File: config.mk
export PLATFORM = sky130hd
export DESIGN_NAME = led_share_scheduler
export DESIGN_NICKNAME = d
export VERILOG_FILES = /design/src/rtl/led_share_pkg.sv /design/src/rtl/led_share_scheduler_prescaler.sv /design/src/rtl/led_share_scheduler.sv
export SDC_FILE = /design/constraint.sdc
export NUM_CORES = 1
export LEC_CHECK = 0
export CAP_MARGIN = 10
export CORE_MARGIN = 5
export CORE_UTILIZATION = 50
export CTS_BUF_LIST = sky130_fd_sc_hd__clkbuf_16
export CTS_CLUSTER_SIZE = 14
export DETAILED_ROUTE_END_ITERATION = 8
export GPL_TIMING_DRIVEN = 0
export HOLD_SLACK_MARGIN = 0.02
export PLACE_DENSITY = 0.83
export SETUP_SLACK_MARGIN = 0.3
export SLEW_MARGIN = 0
export SYNTH_ARGS = -nofsm -noshare
export SYNTH_HDL_FRONTEND = slang
export SYNTH_SLANG_ARGS = --single-unit
File: constraint.sdc
create_clock -name system1000 -period 3.7 [get_ports system1000]
set_input_delay 1.11 -clock system1000 [delete_from_list [all_inputs] [get_ports system1000]]
set_output_delay 1.11 -clock system1000 [all_outputs]
set_load 0.02 [all_outputs]
File: src/rtl/led_share_pkg.sv
// Shared types and helpers for the LED bank time-share scheduler.
package led_share_pkg;

  typedef enum logic [1:0] {ARB, SHOW, GAP} state_t;

  localparam int unsigned MAX_REQ = 8;
  localparam int unsigned IDX_W   = 3;

  // Bits needed for a counter running 0..n-1 (never narrower than one bit).
  function automatic int unsigned cnt_w(input int unsigned n);
    return (n <= 2) ? 1 : $clog2(n);
  endfunction

  // First set request strictly after ptr, wrapping modulo n.
  function automatic logic [IDX_W-1:0] rr_pick(input logic [MAX_REQ-1:0] req,
                                                input logic [IDX_W-1:0]   ptr,
                                                input int unsigned        n);
    logic [IDX_W-1:0] win;
    logic             found;
    int unsigned      idx;
    win   = '0;
    found = 1'b0;
    for (int unsigned k = 1; k <= MAX_REQ; k++) begin
      idx = 32'(ptr) + k;
      if (idx >= n) idx = idx - n;
      if (!found && (k <= n) && req[idx[IDX_W-1:0]]) begin
        found = 1'b1;
        win   = idx[IDX_W-1:0];
      end
    end
    return win;
  endfunction

endpackage

File: src/rtl/led_share_scheduler_prescaler.sv
// Scheduler tick prescaler: free-runs 0..TICK_DIV-1 while clr is low.
module led_tick_prescaler
  import led_share_pkg::*;
#(
  parameter int unsigned TICK_DIV = 1000
) (
  input  logic clk,
  input  logic rst_n,
  input  logic clr,
  output logic tick_c
);

  localparam int unsigned CNT_W = cnt_w(TICK_DIV);

  logic [CNT_W-1:0] cnt;

  always_ff @(posedge clk or negedge rst_n) begin
    if (!rst_n) begin
      cnt <= '0;
    end else if (clr || (cnt == CNT_W'(TICK_DIV - 1))) begin
      cnt <= '0;
    end else begin
      cnt <= cnt + 1'b1;
    end
  end

  assign tick_c = !clr && (cnt == CNT_W'(TICK_DIV - 1));

endmodule

File: src/rtl/led_share_scheduler.sv
// Round-robin time-share of the LEDG bank among NUM_REQ requesters.
// Define LED_SHARE_PREEMPT_EN to give requester 0 preemptive priority.
module led_share_scheduler
  import led_share_pkg::*;
#(
  parameter int unsigned NUM_REQ     = 4,
  parameter int unsigned LED_W       = 8,
  parameter int unsigned TICK_DIV    = 1000,
  parameter int unsigned DWELL_TICKS = 500,
  parameter int unsigned BLINK_TICKS = 250,
  parameter int unsigned GAP_CYCLES  = 2
) (
  input  logic                     system1000,
  input  logic                     system1000_rstn,
  input  logic [NUM_REQ-1:0]       req,
  input  logic [NUM_REQ*LED_W-1:0] pattern,
  input  logic [NUM_REQ-1:0]       blink_en,
  output logic [NUM_REQ-1:0]       grant,
  output logic                     ack,
  output logic                     done,
  output logic [LED_W-1:0]         LEDG
);

  localparam int unsigned PTR_W   = cnt_w(NUM_REQ);
  localparam int unsigned DWELL_W = cnt_w(DWELL_TICKS);
  localparam int unsigned BLINK_W = cnt_w(BLINK_TICKS);
  localparam int unsigned GAP_W   = cnt_w(GAP_CYCLES);
`ifdef LED_SHARE_PREEMPT_EN
  localparam bit PREEMPT = 1'b1;
`else
  localparam bit PREEMPT = 1'b0;
`endif

  state_t             state_q, state_d;
  logic [NUM_REQ-1:0] grant_d;
  logic               ack_d, done_d;
  logic [LED_W-1:0]   ledg_d, pat_q, pat_d;
  logic [PTR_W-1:0]   owner_q, owner_d, rr_q, rr_d, pick_c;
  logic               blink_q, blink_d, phase_q, phase_d;
  logic [DWELL_W-1:0] dwell_q, dwell_d;
  logic [BLINK_W-1:0] bcnt_q, bcnt_d;
  logic [GAP_W-1:0]   gap_q, gap_d;
  logic               tick_c, expire_c, abort_c, prio_c;

  led_tick_prescaler #(.TICK_DIV(TICK_DIV)) u_prescaler (
    .clk    (system1000),
    .rst_n  (system1000_rstn),
    .clr    (state_q != SHOW),
    .tick_c (tick_c)
  );

  always_ff @(posedge system1000 or negedge system1000_rstn) begin
    if (!system1000_rstn) begin
      state_q <= ARB;
      grant   <= '0;
      ack     <= 1'b0;
      done    <= 1'b0;
      LEDG    <= '0;
      owner_q <= '0;
      pat_q   <= '0;
      blink_q <= 1'b0;
      phase_q <= 1'b1;
      dwell_q <= '0;
      bcnt_q  <= '0;
      gap_q   <= '0;
      rr_q    <= PTR_W'(NUM_REQ - 1);
    end else begin
      state_q <= state_d;
      grant   <= grant_d;
      ack     <= ack_d;
      done    <= done_d;
      LEDG    <= ledg_d;
      owner_q <= owner_d;
      pat_q   <= pat_d;
      blink_q <= blink_d;
      phase_q <= phase_d;
      dwell_q <= dwell_d;
      bcnt_q  <= bcnt_d;
      gap_q   <= gap_d;
      rr_q    <= rr_d;
    end
  end

  always_comb begin
    state_d  = state_q;
    grant_d  = grant;
    ack_d    = 1'b0;
    done_d   = 1'b0;
    ledg_d   = LEDG;
    owner_d  = owner_q;
    pat_d    = pat_q;
    blink_d  = blink_q;
    phase_d  = phase_q;
    dwell_d  = dwell_q;
    bcnt_d   = bcnt_q;
    gap_d    = gap_q;
    rr_d     = rr_q;
    prio_c   = PREEMPT && req[0];
    pick_c   = prio_c ? '0 : PTR_W'(rr_pick(MAX_REQ'(req), IDX_W'(rr_q), NUM_REQ));
    expire_c = tick_c && (dwell_q == DWELL_W'(DWELL_TICKS - 1));
    abort_c  = !req[owner_q] || (prio_c && (owner_q != '0));

    case (state_q)
      ARB: begin
        grant_d = '0;
        ledg_d  = '0;
        if (|req) begin
          state_d = SHOW;
          grant_d = NUM_REQ'(1) << pick_c;
          ack_d   = 1'b1;
          owner_d = pick_c;
          pat_d   = pattern[32'(pick_c) * LED_W +: LED_W];
          blink_d = blink_en[pick_c];
          ledg_d  = pat_d;
          phase_d = 1'b1;
          dwell_d = '0;
          bcnt_d  = '0;
          if (!prio_c) rr_d = pick_c;
        end
      end

      SHOW: begin
        if (tick_c) begin
          dwell_d = dwell_q + 1'b1;
          if (blink_q) begin
            if (bcnt_q == BLINK_W'(BLINK_TICKS - 1)) begin
              bcnt_d  = '0;
              phase_d = !phase_q;
            end else begin
              bcnt_d = bcnt_q + 1'b1;
            end
          end
        end
        // Expiry outranks a request drop or preemption in the same cycle.
        if (expire_c || abort_c) begin
          state_d = GAP;
          done_d  = expire_c;
          grant_d = '0;
          ledg_d  = '0;
          gap_d   = '0;
        end else begin
          ledg_d = phase_d ? pat_q : '0;
        end
      end

      GAP: begin
        grant_d = '0;
        ledg_d  = '0;
        if (gap_q == GAP_W'(GAP_CYCLES - 1)) begin
          state_d = ARB;
        end else begin
          gap_d = gap_q + 1'b1;
        end
      end

      default: state_d = ARB;
    endcase
  end

endmodule
# [Yosys cells after proc, flatten, opt, wreduce, memory -nomap -nowiden]
# Index checks and enable logic that the tools add are counted.
# W data, S select, Z words.
[op_classes] addsub=12 order_cmp=10 n_eq_ne=11 n_shift=2 n_mux=56 reduce_logical=25
[op_table] op="$mux W8" count=7
[op_table] op="$shiftx A32 B6 Y8" count=1
[op_table] op="$pmux W8 S3" count=1
[op_table] op="$mux W1" count=20
[op_table] op="$mux W9" count=2
[op_table] op="$pmux W9 S2" count=1
[op_table] op="$lt A3 B4 Y1 const B" count=4
[op_table] op="$pmux W8 S2" count=1
[op_table] op="$mux W2" count=7
[op_table] op="$bmux W1 S3" count=4
[op_table] op="$mux W3" count=4
[op_table] op="$pmux W4 S3" count=1
[op_table] op="$sub A3 B3 Y3 const B" count=4
[op_table] op="$add A10 B1 Y10 const B" count=1
[op_table] op="$eq A10 B10 Y1 const B" count=1
[op_table] op="$mux W10" count=1
[op_table] op="$ne A2 B2 Y1 const B" count=5
[op_table] op="$add A9 B1 Y9 const B" count=1
[op_table] op="$eq A9 B9 Y1 const B" count=1
[op_table] op="$ge A3 B3 Y1 const B" count=3
[op_table] op="$add A8 B1 Y8 const B" count=1
[op_table] op="$eq A8 B8 Y1 const B" count=1
[op_table] op="$mux W4" count=2
[op_table] op="$reduce_and A2 Y1" count=4
[op_table] op="other kinds (22)" count=38
[word_totals] regBits=58 input_bits=42

# [Logic depth before layout (Yosys ltp)]
# Gate-level depths: netlist (run 1).
[depth] word_depth=18 depth_mapped=12 depth_no_buf=8

# [Hierarchy]
# A second synthesis (run 1) with hierarchy kept.
[hier_totals] cells_unflattened=378 area_unflattened_um2=3606.0
[by_module_without_submodules] module="led_share_scheduler" instances=1 cells_each=326 area_each_um2=3072.9 seq_area_each_um2=1204.9
[by_module_without_submodules] module="led_tick_prescaler" instances=1 cells_each=52 area_each_um2=533.0 seq_area_each_um2=250.2

# [Worst setup path before layout (run 1)]
# No wires, ideal clock.
[synth_path] kind="input-to-reg" start="input req[3]" end="register LEDG[2]" t_arrival_ps=2905 slack_ps=660 cell_stages=8 n_path_buf=2 path_cell_list="buf_2 > mux4_2 > o221ai_2 > buf_6 > mux2_2 > a221o_1 > a22oi_1 > o211ai_1"
[synth_via] elab_chain_cells=15
[synth_lines] item="start, declared" line="led_share_scheduler.sv:15" source="input logic [NUM_REQ-1:0] req,"
[synth_lines] item="$bmux W1 S3" line="led_share_pkg.sv:26" source="if (!found && (k <= n) && req[idx[IDX_W-1:0]]) begin"
[synth_lines] item="$mux W1 (implied by the code)" line="led_share_pkg.sv:26"
[synth_lines] item="$mux W1" line="led_share_pkg.sv:26"
[synth_lines] item="$logic_not A1 Y1" line="led_share_pkg.sv:26"
[synth_lines] item="$logic_and A1 B1 Y1" line="led_share_pkg.sv:26"
[synth_lines] item="$mux W1" line="led_share_pkg.sv:26"
[synth_lines] item="$logic_not A1 Y1" line="led_share_pkg.sv:26"
[synth_lines] item="$logic_and A1 B1 Y1" line="led_share_pkg.sv:26"
[synth_lines] item="$mux W1" line="led_share_pkg.sv:26"
[synth_lines] item="$logic_not A1 Y1" line="led_share_pkg.sv:26"
[synth_lines] item="$logic_and A1 B1 Y1" line="led_share_pkg.sv:26"
[synth_lines] item="$mux W2" line="led_share_pkg.sv:26"
[synth_lines] item="$shiftx A32 B6 Y8" line="led_share_scheduler.sv:112" source="pat_d = pattern[32'(pick_c) * LED_W +: LED_W];"
[synth_lines] item="$mux W8" line="led_share_scheduler.sv:107" source="if (|req) begin"
[synth_lines] item="$pmux W8 S3 (*)" line="led_share_scheduler.sv:103" source="case (state_q)"
[synth_lines] item="end signal, assigned" line="led_share_scheduler.sv:72" source="LEDG <= ledg_d;"
[synth_lines] item="end, declared" line="led_share_scheduler.sv:21" source="output logic [LED_W-1:0] LEDG"
# Mark *: on every way between the ends. The rest lies on a longest branch, timed or not. The select of a mux whose other input is x is not followed.
# A chain may end at the register's enable or synchronous reset.

# [Final worst setup path (run 1)]
[layout_path] start="register rr_q[0]" end="register LEDG[2]"
[layout_via] elab_chain_cells=18
[layout_lines] item="start, declared" line="led_share_scheduler.sv:38" source="logic [PTR_W-1:0] owner_q, owner_d, rr_q, rr_d, pick_c;"
[layout_lines] item="start signal, assigned" line="led_share_scheduler.sv:66" source="rr_q <= PTR_W'(NUM_REQ - 1);"
[layout_lines] item="start signal, assigned" line="led_share_scheduler.sv:80" source="rr_q <= rr_d;"
[layout_lines] item="$add A2 B1 Y3" line="led_share_pkg.sv:24" source="idx = 32'(ptr) + k;"
[layout_lines] item="$sub A3 B3 Y3 or $ge A3 B3 Y1 (tied branches)" line="led_share_pkg.sv:25" source="if (idx >= n) idx = idx - n;"
[layout_lines] item="$mux W3" line="led_share_pkg.sv:25"
[layout_lines] item="$bmux W1 S3" line="led_share_pkg.sv:26"
[layout_lines] item="$mux W1 (implied by the code)" line="led_share_pkg.sv:26"
[layout_lines] item="$mux W1" line="led_share_pkg.sv:26"
[layout_lines] item="$logic_not A1 Y1" line="led_share_pkg.sv:26"
[layout_lines] item="$logic_and A1 B1 Y1" line="led_share_pkg.sv:26"
[layout_lines] item="(+2 left out)"
[layout_lines] item="$logic_and A1 B1 Y1" line="led_share_pkg.sv:26"
[layout_lines] item="$mux W1" line="led_share_pkg.sv:26"
[layout_lines] item="$logic_not A1 Y1" line="led_share_pkg.sv:26"
[layout_lines] item="$logic_and A1 B1 Y1" line="led_share_pkg.sv:26"
[layout_lines] item="$mux W2 (*)" line="led_share_pkg.sv:26"
[layout_lines] item="$shiftx A32 B6 Y8 (*)" line="led_share_scheduler.sv:112"
[layout_lines] item="$mux W8 (*)" line="led_share_scheduler.sv:107"
[layout_lines] item="$pmux W8 S3 (*)" line="led_share_scheduler.sv:103"
# Marked as above.

==> flow_metrics.py, run 1 <==
metrics = {
    "yosys": {
        "synth_top_family_by_area": "simple AND/OR/NAND/NOR gates",
        "ys.flop_type": "dfrtp_1",
        "syn-num-nets": 505,
        "netlist.area_leader.share_pct": 34.4,
        "synth_seq_cells": 58,
        "netlist_top_cells_count": "55 x dfrtp_1, 49 x nand2_1, 31 x o21ai_0",
        "yosys_warnings": 0,
        "synthMuxAreaShare_pct": 7.73,
        "synth-simple-area-share_pct": 24.2,
        "synth_most_common_cell": "dfrtp_1",
        "netlist_instances": 453,
        "yosys.area_share.xor_xnor_pct": 3.29,
        "seq_area_frac_synth_pct": 36.4,
        "synth_edf_count": 0,
        "ys_types": 55,
        "yosysTopAreaCell": "dfrtp_1",
        "ys_top_cells_by_area": "dfrtp_1 34%, nand2_1 4.6%, o21ai_0 3.9%",
        "synth_area_um2": 4000,
        "async_reset_ff_share_pct": 100,
        "syn_area_per_cell_um2": 8.83,
        "synth_compound_gate_area_share_pct": 20.2,
        "synth_fa_ha_area_share_pct": 3.13,
    },
    "global_route": {
        "grt_pass1_vias": 3929,
        "antenna_found_initial": 0,
        "grt_usage_pct": 22.2,
        "grt_pass1_wl_um": 18000,
        "grt_max_degree": 36,
        "gr-total-overflow": 0,
    },
    "clocking": {
        "cts_root_buf": "clkbuf_16",
        "cts_tree": "yes",
        "holdBufCountCts": 0,
        "cts.htree.levels": 3,
        "clk_pin_slew_ns": 0.05,
        "clk_latency_ns": 0.32,
        "clk_path_buf_depth": 2,
        "cts-buffers-inserted": 9,
        "clock_sinks": 58,
    },
    "timing": {
        "clock_skew_ns": 0.00554,
        "relSlewSlack_pct": 49.5,
        "rsz0062_at_grt": "false",
        "fin_crit_ns": 3.21,
        "worst_pin_slew_ns": 0.751,
        "hold_viol": 0,
        "fmax_mhz": 311,
        "fin_setup_tns_ns": 0,
        "setup_viol": 0,
        "maxSlewViolCount": 0,
        "finalCritPeriodShare_pct": 86.9,
        "fin_ws_ns": 0.485,
    },
    "route": {
        "viasPerCell": 5.99,
        "route.detailed.drc": 0,
        "drt_first_pass_iters": 5,
        "routed_wirelength_um": 10300,
        "drtIter0Drc": 255,
        "ant_nets": 0,
        "wire_per_inst_um": 16.4,
        "routed-via-count": 3748,
    },
    "power_and_ir_drop": {
        "p_leak_uw": 0.00215,
        "p_per_area_nw_per_um2": 852,
        "vdd_drop_max_mv": 0.769,
    },
    "worst_hold_path": {
        "holdPathStages": 2,
        "hp-class": "reg -> reg",
        "hold_path_startpoint": "grant[1]",
        "min_to": "grant[1]",
    },
    "setup_path": {
        "crit_fanout": 10,
        "rrSetupSlack_ns": 0.49,
        "critPathArrivalTime_ns": 3.40,
        "crit_path_end_kind": "register",
        "r2r_start": "rr_q[0]",
        "criticalPathCategory": "reg -> reg",
        "r2r_cells": 11,
        "cp-start-kind": "register",
        "required_ns": 3.88,
        "rr_endpoint": "LEDG[2]",
    },
    "floorplan": {
        "floorplan.die_area_um2": 9890,
        "initial_utilization_pct": 51.5,
        "row_count": 32,
        "core-area_um2": 7770,
        "io_pins": 56,
        "die_y_um": 99.4,
        "die_w_um": 99.4,
    },
    "layout": {
        "syn_to_final_growth_pct": 25.6,
        "n_fill_cell": 623,
        "diodes": 0,
        "nNetsFinal": 571,
        "drive_gt1_share_pct": 10.7,
        "fin_area_um2": 5020,
    },
    "place": {
        "hpwl_um": 7620,
        "dp_slack_ns": 0.0220,
        "portBuffers": 53,
        "gp_congestion": 0.868,
        "place_area_um2": 4670,
    },
    "status": {
        "outcome": "complete, no violations",
    },
    "job": {
        "max-cap-violations": 0,
    },
}
## metal layers
metal / part of all wire [%] / track usage [%] / up-vias
met5: 0 / 0 / -
met2: 50 / 39.4 / 145
li1: - / - / 1784
met4: 1.5 / 7.14 / 0
met1: 43 / 27.0 / 1802
met3: 5.8 / 4.49 / 17
## power breakdown
group	internal [uW]	switching [uW]	total [uW]
registers	819	112	931
logic	1020	1460	2480
clock network	580	283	863
## cell families after synthesis
| group | after synthesis |
|---|---|
| fa+ha+maj | 10 |
| compound gates | 115 |
| buf+inv | 45 |
| xor+xnor | 15 |
| mux | 26 |
| simple gates | 184 |
| flops | 58 |
## layout by cell type (no fill, tap or decap), drive strengths merged, types with 3 or more instances in the layout
cell type / netlist / final
inv: 19 / 19
and3: 19 / 19
mux4: 3 / 3
mux2i: 14 / 14
ha: 10 / 10
nand2b: 4 / 4
nand4: 8 / 8
clkdlybuf4s50: 0 / 50
nor2b: 18 / 18
clkbuf: 15 / 24
a21o: 4 / 4
nor4: 3 / 3
dfstp: 3 / 3
nand3: 16 / 16
nor2: 31 / 31
or2: 3 / 3
xor2: 11 / 11
o31ai: 6 / 6
nor3: 7 / 7
buf: 11 / 14
dfrtp: 55 / 55
xnor2: 4 / 4
or3: 6 / 6
o21ai: 31 / 31
and2: 11 / 11
a22oi: 16 / 16
nand2: 49 / 49
clkinv: 0 / 4
o211ai: 17 / 17
a221o: 8 / 8
o2111ai: 8 / 8
mux2: 9 / 9
a21oi: 13 / 13
## per-stage QoR
| step | hold slack [ns] | power [uW] | std cells | util (%) |
|---|---|---|---|---|
| after CTS | 0.482 | 4230 | 625 | 64.3 |
| final | 0.477 | 4280 | 626 | 64.7 |
| after global placement | 0.465 | 3240 | 608 | 60.0 |
| after detailed placement | 0.470 | 3310 | 609 | 60.1 |
| after global routing | 0.507 | 4590 | 626 | 64.7 |
| after floorplan | 0.474 | 2670 | 453 | - |
## sequential cells by signal, summed over array words and instances, names as in the netlist
register         count
gap_q                1
state_q              2
owner_q              2
pat_q                8
ack                  1
done                 1
u_prescaler.cnt     10
dwell_q              9
grant                4
bcnt_q               8
phase_q              1
LEDG                 8
rr_q                 2
blink_q              1
## timing repair
item | 4_1_cts | 5_1_grt
endpoints found under the setup margin | 16 | 17
endpoints found under the hold margin | 0 | 0
buffers inserted | 0 | 1
gates resized for setup | 3 | 8
pin swaps | 0 | 0
## critical path, cell delays in order (launching register included)
cell and delay (ns):
dfstp_2 0.53, buf_6 0.15, inv_1 0.11, clkbuf_2 0.22
ha_4 0.34, mux4_2 0.34, o221ai_2 0.16, buf_6 0.22
mux2_2 0.34, a221o_1 0.28, a22oi_1 0.24, o211ai_1 0.14
## area by class of cell
| class | count | area [um2] | share of cell area [%] |
|---|---|---|---|
| Sequential cell | 58 | 1460 | 29.0 |
| Clock buffer | 9 | 225 | 4.48 |
| Multi-Input combinational cell | 350 | 2360 | 47.1 |
| Timing Repair Buffer | 55 | 558 | 11.1 |
| Clock inverter | 7 | 83.8 | 1.67 |
| Inverter | 19 | 71.3 | 1.42 |
| Tap cell | 102 | 128 | 2.54 |
| Buffer | 26 | 138 | 2.74 |
## worst max path at each step
| stage | slack (ns) | endpoint | from | depth (start not counted) |
|---|---|---|---|---|
| floorplan | 0.66 | LEDG[2] | req[3] | 8 |
| global placement | -0.22 | pat_q[3] | system1000_rstn | 1 |
| detailed placement | 0.02 | LEDG[3] | req[2] | 8 |
| CTS | 0.34 | LEDG[2] | req[0] | 8 |
| global route | 0.34 | LEDG[2] | rr_q[0] | 12 |
| finish | 0.49 | LEDG[2] | rr_q[0] | 11 |
Power figures use the tool's default switching activity.
==> run 2: changes to the inputs <==
- RECOVER_POWER: unset -> 50
==> run 2 against run 1 <==
Effect of this change:
- first-iteration DRC count did not move
- maximum frequency fell by 0.49%
- power barely moved
- wire length barely moved
- cell area fell by 0.32%
- critical path type unchanged
- register-to-register slack got worse by 0.02 ns
- worst setup slack got worse by 0.016 ns
- highest routed layer unchanged
==> flow_metrics.py, run 2 (synthesized netlist as in run 1, its figures left out) <==
metrics = {
    "route": {
        "wl_met3_um": 596,
        "routed_wirelength_um": 10300,
        "drt_first_pass_iters": 6,
        "drtIter0Drc": 255,
        "route.detailed.drc": 0,
        "top_layer": "met4",
        "ant_nets": 0,
        "wire_per_inst_um": 16.5,
        "routed-wl-met2_um": 5150,
        "wl_met1_um": 4400,
        "routed-via-count": 3753,
        "viasPerCell": 6.00,
    },
    "timing": {
        "maxSlewViolCount": 0,
        "clock_skew_ns": 0.00550,
        "worst_pin_slew_ns": 1.27,
        "rsz0062_at_grt": "false",
        "setup_viol": 0,
        "fmax_mhz": 310,
        "finalCritPeriodShare_pct": 87.3,
        "relSlewSlack_pct": 15.5,
        "hold_viol": 0,
        "hold_slack_ns": 0.477,
        "fin_crit_ns": 3.23,
        "fin_setup_tns_ns": 0,
    },
    "floorplan": {
        "die_y_um": 99.4,
        "die_w_um": 99.4,
        "io_pins": 56,
        "floorplan.die_area_um2": 9890,
        "row_count": 32,
        "initial_utilization_pct": 51.5,
        "core-area_um2": 7770,
    },
    "clocking": {
        "cts_tree": "yes",
        "cts.htree.levels": 3,
        "holdBufCountCts": 0,
        "cts_root_buf": "clkbuf_16",
        "clk_path_buf_depth": 2,
        "clk_pin_slew_ns": 0.05,
        "clock_sinks": 58,
        "clk_latency_ns": 0.32,
        "cts-buffers-inserted": 9,
    },
    "setup_path": {
        "cpPeakStageDelay_ns": 0.53,
        "crit_slowest_cell": "dfstp_2",
        "critPathArrivalTime_ns": 3.42,
        "crit_chain": "buf_6, inv_1, clkbuf_2, ha_4, mux4_2, o221ai_2, buf_6, mux2_2, a221o_1, a22oi_1, o211ai_1",
        "criticalPathCategory": "reg -> reg",
        "crit_fanout": 10,
        "path_delay_family": "compound AO/OA/AOI/OAI gates",
        "cp-start-kind": "register",
        "required_ns": 3.88,
        "crit_path_end_kind": "register",
        "path_buf_inv": 4,
        "critPathMostFrequentCell": "buf_6",
    },
    "status": {
        "outcome": "complete, no violations",
    },
    "global_route": {
        "gr-total-overflow": 0,
        "antenna_found_initial": 0,
        "grt_pass1_vias": 3929,
        "grt_pass1_wl_um": 18000,
        "grt_max_degree": 36,
        "grt_usage_pct": 22.2,
    },
    "layout": {
        "ff_latch_area_um2": 1460,
        "diodes": 0,
        "largest_register_ffs": 10,
        "syn_to_final_growth_pct": 25.2,
        "fin_area_um2": 5010,
        "nNetsFinal": 571,
        "n_fill_cell": 623,
        "multiInputGateArea_um2": 2360,
        "final_cell_mix": "55 x dfrtp_1, 50 x clkdlybuf4s50_1, 49 x nand2_1, 31 x o21ai_0, 30 x nor2_1",
        "top_register": "u_prescaler.cnt",
        "finalNonFillerCells": 626,
        "drive_gt1_share_pct": 10.5,
        "top_regs": "u_prescaler.cnt (10), dwell_q (9)",
        "layout_commonest_cell": "dfrtp_1",
    },
    "power_and_ir_drop": {
        "vdd_drop_max_mv": 0.770,
        "p_per_area_nw_per_um2": 854,
        "fin_total_pwr_uw": 4280,
        "p_leak_uw": 0.00215,
    },
    "worst_hold_path": {
        "hp-class": "reg -> reg",
    },
    "job": {
        "max-cap-violations": 0,
    },
    "place": {
        "gp_congestion": 0.868,
        "hpwl_um": 7620,
        "portBuffers": 53,
        "place_inst": 609,
        "place_area_um2": 4670,
    },
}
[run 2: cell count changes in the layout (fill, tap and decap cells not counted)]
| cell | change |
|---|---|
| clkbuf_2 | +1 |
| clkbuf_1 | +1 |
| buf_2 | -1 |
| buf_12 | -1 |
[run 2: worst paths after layout]
kind | startpoint | to | slack (ns) | depth (start not counted)
worst min register to register | grant[1] | grant[1] | 0.48 | 2
max in group asynchronous | system1000_rstn | pat_q[0] | 1.19 | 2
worst min-delay path | grant[1] | grant[1] | 0.48 | 2
worst max-delay path | rr_q[0] | LEDG[2] | 0.47 | 11
min in group asynchronous | system1000_rstn | u_prescaler.cnt[6] | 1.05 | 1
worst max register to register | rr_q[0] | LEDG[2] | 0.47 | 11
[run 2: where the power goes]
part,total (uW),internal [uW],switching (uW)
Sequential,931,819,112
Clock,863,580,283
Combinational,2480,1020,1460
Total,4280,2420,1860
[run 2: per-layer routing]
metal | up-vias | GRT usage [%]
li1 | 1784 | -
met4 | 0 | 7.14
met2 | 144 | 39.4
met5 | - | 0
met1 | 1808 | 27.0
met3 | 17 | 4.49
[run 2: cell type report]
class	instances	share of cell area, %
buffer	26	2.75
clock buffer	9	4.50
clock inverter	7	1.67
inverter	19	1.42
multi-input combinational	350	47.2
sequential	58	29.1
tap	102	2.55
timing repair buffer	55	10.8
[run 2: worst reg2reg max path, stage by stage, from the launching register on]
cell	delay, ns
dfstp_2	0.53
buf_6	0.15
inv_1	0.11
clkbuf_2	0.22
ha_4	0.34
mux4_2	0.34
o221ai_2	0.16
buf_6	0.22
mux2_2	0.34
a221o_1	0.29
a22oi_1	0.24
o211ai_1	0.14
[run 2: what timing repair did]
item | CTS | global route
setup endpoints to repair | 16 | 17
setup buffers | 0 | 1
hold endpoints to repair | 0 | 0
resized for setup | 3 | 8
[run 2: through the flow]
stage          utilization (%)  setup slack [ns]
6_report                  64.4             0.469
5_1_grt                   64.4             0.344
4_1_cts                   64.3             0.343
3_5_place_dp              60.1            0.0220
3_3_place_gp              60.0            -0.219
2_1_floorplan                -             0.660
==> run 3: changes to the inputs <==
==> constraint.sdc (replaced) <==
create_clock -name system1000 -period 3.3 [get_ports system1000]
set_input_delay 0.99 -clock system1000 [delete_from_list [all_inputs] [get_ports system1000]]
set_output_delay 0.99 -clock system1000 [all_outputs]
set_load 0.1 [all_outputs]
==> run 3 against run 2 <==
Effect of this change:
- clock power grew 13%
- combinational power rose by 38%
- utilization grew 1.9 points
- via count increased by 1.5%
- non-clock buffer count increased by 7
- first-iteration DRC count is 2.7% higher
- register-to-register slack worse by 0.09 ns
- clock skew increased by 0.00086 ns
==> flow_metrics.py, run 3 (synthesized netlist as in run 1, its figures left out) <==
metrics = {
    "status": {
        "outcome": "complete, no violations",
    },
    "layout": {
        "top_register": "u_prescaler.cnt",
        "fin_area_um2": 5160,
        "layout_commonest_cell": "dfrtp_1",
        "top_regs": "u_prescaler.cnt (10), dwell_q (9)",
        "final_cell_mix": "55 x dfrtp_1, 50 x clkdlybuf4s50_1, 49 x nand2_1, 30 x nor2_1, 29 x o21ai_0",
        "largest_register_ffs": 10,
        "n_fill_cell": 617,
        "drive_gt1_share_pct": 13.9,
        "syn_to_final_growth_pct": 28.9,
        "diodes": 0,
        "nNetsFinal": 578,
    },
    "place": {
        "place_area_um2": 4670,
        "gp_congestion": 0.868,
        "hpwl_um": 7620,
        "portBuffers": 53,
    },
    "timing": {
        "rsz0062_at_grt": "false",
        "fin_crit_ns": 2.92,
        "maxSlewViolCount": 0,
        "clock_skew_ns": 0.00635,
        "setup_viol": 0,
        "worst_pin_slew_ns": 1.27,
        "relSlewSlack_pct": 15.2,
        "finalCritPeriodShare_pct": 88.6,
        "hold_viol": 0,
        "fmax_mhz": 342,
        "fin_setup_tns_ns": 0,
    },
    "floorplan": {
        "io_pins": 56,
        "die_y_um": 99.4,
        "die_w_um": 99.4,
        "core-area_um2": 7770,
        "initial_utilization_pct": 51.5,
        "row_count": 32,
        "floorplan.die_area_um2": 9890,
    },
    "worst_hold_path": {
        "hold_path_startpoint": "grant[1]",
        "hp-class": "reg -> reg",
        "holdPathStages": 2,
    },
    "route": {
        "viasPerCell": 6.02,
        "routed_wirelength_um": 10700,
        "route.detailed.drc": 0,
        "ant_nets": 0,
        "drt_first_pass_iters": 5,
        "wire_per_inst_um": 16.8,
        "drtIter0Drc": 262,
        "routed-via-count": 3809,
    },
    "clocking": {
        "holdBufCountCts": 0,
        "clk_pin_slew_ns": 0.05,
        "cts-buffers-inserted": 9,
        "cts_root_buf": "clkbuf_16",
        "cts.htree.levels": 3,
        "cts_tree": "yes",
        "clock_sinks": 58,
        "clk_latency_ns": 0.33,
        "clk_path_buf_depth": 2,
    },
    "setup_path": {
        "cp-start-kind": "register",
        "crit_start": "rr_q[0]",
        "required_ns": 3.49,
        "cpPeakStageDelay_ns": 0.54,
        "r2r_cells": 11,
        "critPathMostFrequentCell": "buf_8",
        "crit_chain": "buf_8, inv_2, buf_8, ha_4, mux4_2, o221ai_4, buf_6, mux2_2, a221o_1, a22oi_2, o211ai_1",
        "criticalPathCategory": "reg -> reg",
        "critPathArrivalTime_ns": 3.12,
        "rr_endpoint": "LEDG[2]",
        "crit_slowest_cell": "dfstp_2",
        "r2r_start": "rr_q[0]",
        "crit_path_end_kind": "register",
        "rrSetupSlack_ns": 0.38,
        "crit_fanout": 10,
        "crit_end": "LEDG[2]",
    },
    "global_route": {
        "gr-total-overflow": 0,
        "grt_pass1_wl_um": 18200,
        "antenna_found_initial": 0,
        "grt_max_degree": 36,
        "grt_pass1_vias": 3964,
        "grt_usage_pct": 22.4,
    },
    "power_and_ir_drop": {
        "p_per_area_nw_per_um2": 1050,
        "p_seq_share_pct": 19.3,
        "p_int_uw": 2880,
        "sw_frac_of_total_pct": 47.0,
        "p_clk_share_pct": 17.9,
        "p_sw_uw": 2550,
        "power_frac_comb_pct": 62.8,
        "p_leak_uw": 0.00218,
        "vdd_drop_max_mv": 0.855,
    },
    "job": {
        "max-cap-violations": 0,
    },
}
[run 3: changes by cell type in the layout (fill, tap and decap cells not counted), sizes merged]
cell,before,now
buf,12,19
clkbuf,26,28
dlymetal6s2s,2,0
[run 3: worst min path at each step]
stage	end	slack (ns)
3_5_place_dp	grant[1]	0.47
4_1_cts	grant[1]	0.48
3_3_place_gp	grant[3]	0.46
5_1_grt	grant[1]	0.51
2_1_floorplan	u_prescaler.cnt[0]	0.47
6_report	grant[1]	0.48
[run 3: power by group through the flow]
stage / clock network (uW) / logic [uW] / registers, uW
after floorplan: 0 / 1910 / 1410
after global placement: 0 / 2920 / 1040
after detailed placement: 0 / 3000 / 1050
after CTS: 983 / 3150 / 1040
after global routing: 1020 / 3680 / 1070
final: 972 / 3420 / 1050
[run 3: cell type report]
class,instances,area (um2),area share [%]
clock inverters,7,83.8,1.63
well taps,102,128,2.48
flip-flops and latches,58,1460,28.2
repair buffers,62,579,11.2
multi-input cells,350,2450,47.6
clock buffers,9,225,4.37
inverters,19,71.3,1.38
plain buffers,26,159,3.08
[run 3: critical path, delay by kind of cell (launching register included)]
family / cells / cell delay, ns
adders and majority gates: 1 / 0.30
muxes: 2 / 0.68
AOI/OAI and AO/OA: 4 / 0.75
buffers and inverters: 4 / 0.50
DFF: 1 / 0.54
[run 3: timing repair]
action,CTS,global route
resized for setup,16,22
cloned,0,0
setup buffers,2,6
endpoints found under the setup margin,17,17
pin swaps,0,3
[run 3: per-stage QoR]
stage          worst slack, ns  power (uW)  hold WS (ns)  util (%)  cells
2_1_floorplan            0.380        3320         0.474         -    453
3_3_place_gp            -0.499        3960         0.465      60.0    608
3_5_place_dp            -0.331        4050         0.470      60.1    609
4_1_cts                  0.315        5180         0.482      65.1    627
5_1_grt                  0.242        5760         0.507      66.4    633
6_report                 0.376        5440         0.478      66.4    633
[run 3: routing by layer]
metal	up-vias	GRT usage, %	part of all wire (%)
li1	1801	-	-
met1	1840	26.8	42
met2	149	40.1	51
met3	19	4.63	5.8
met4	0	7.14	1.7
met5	-	0	0
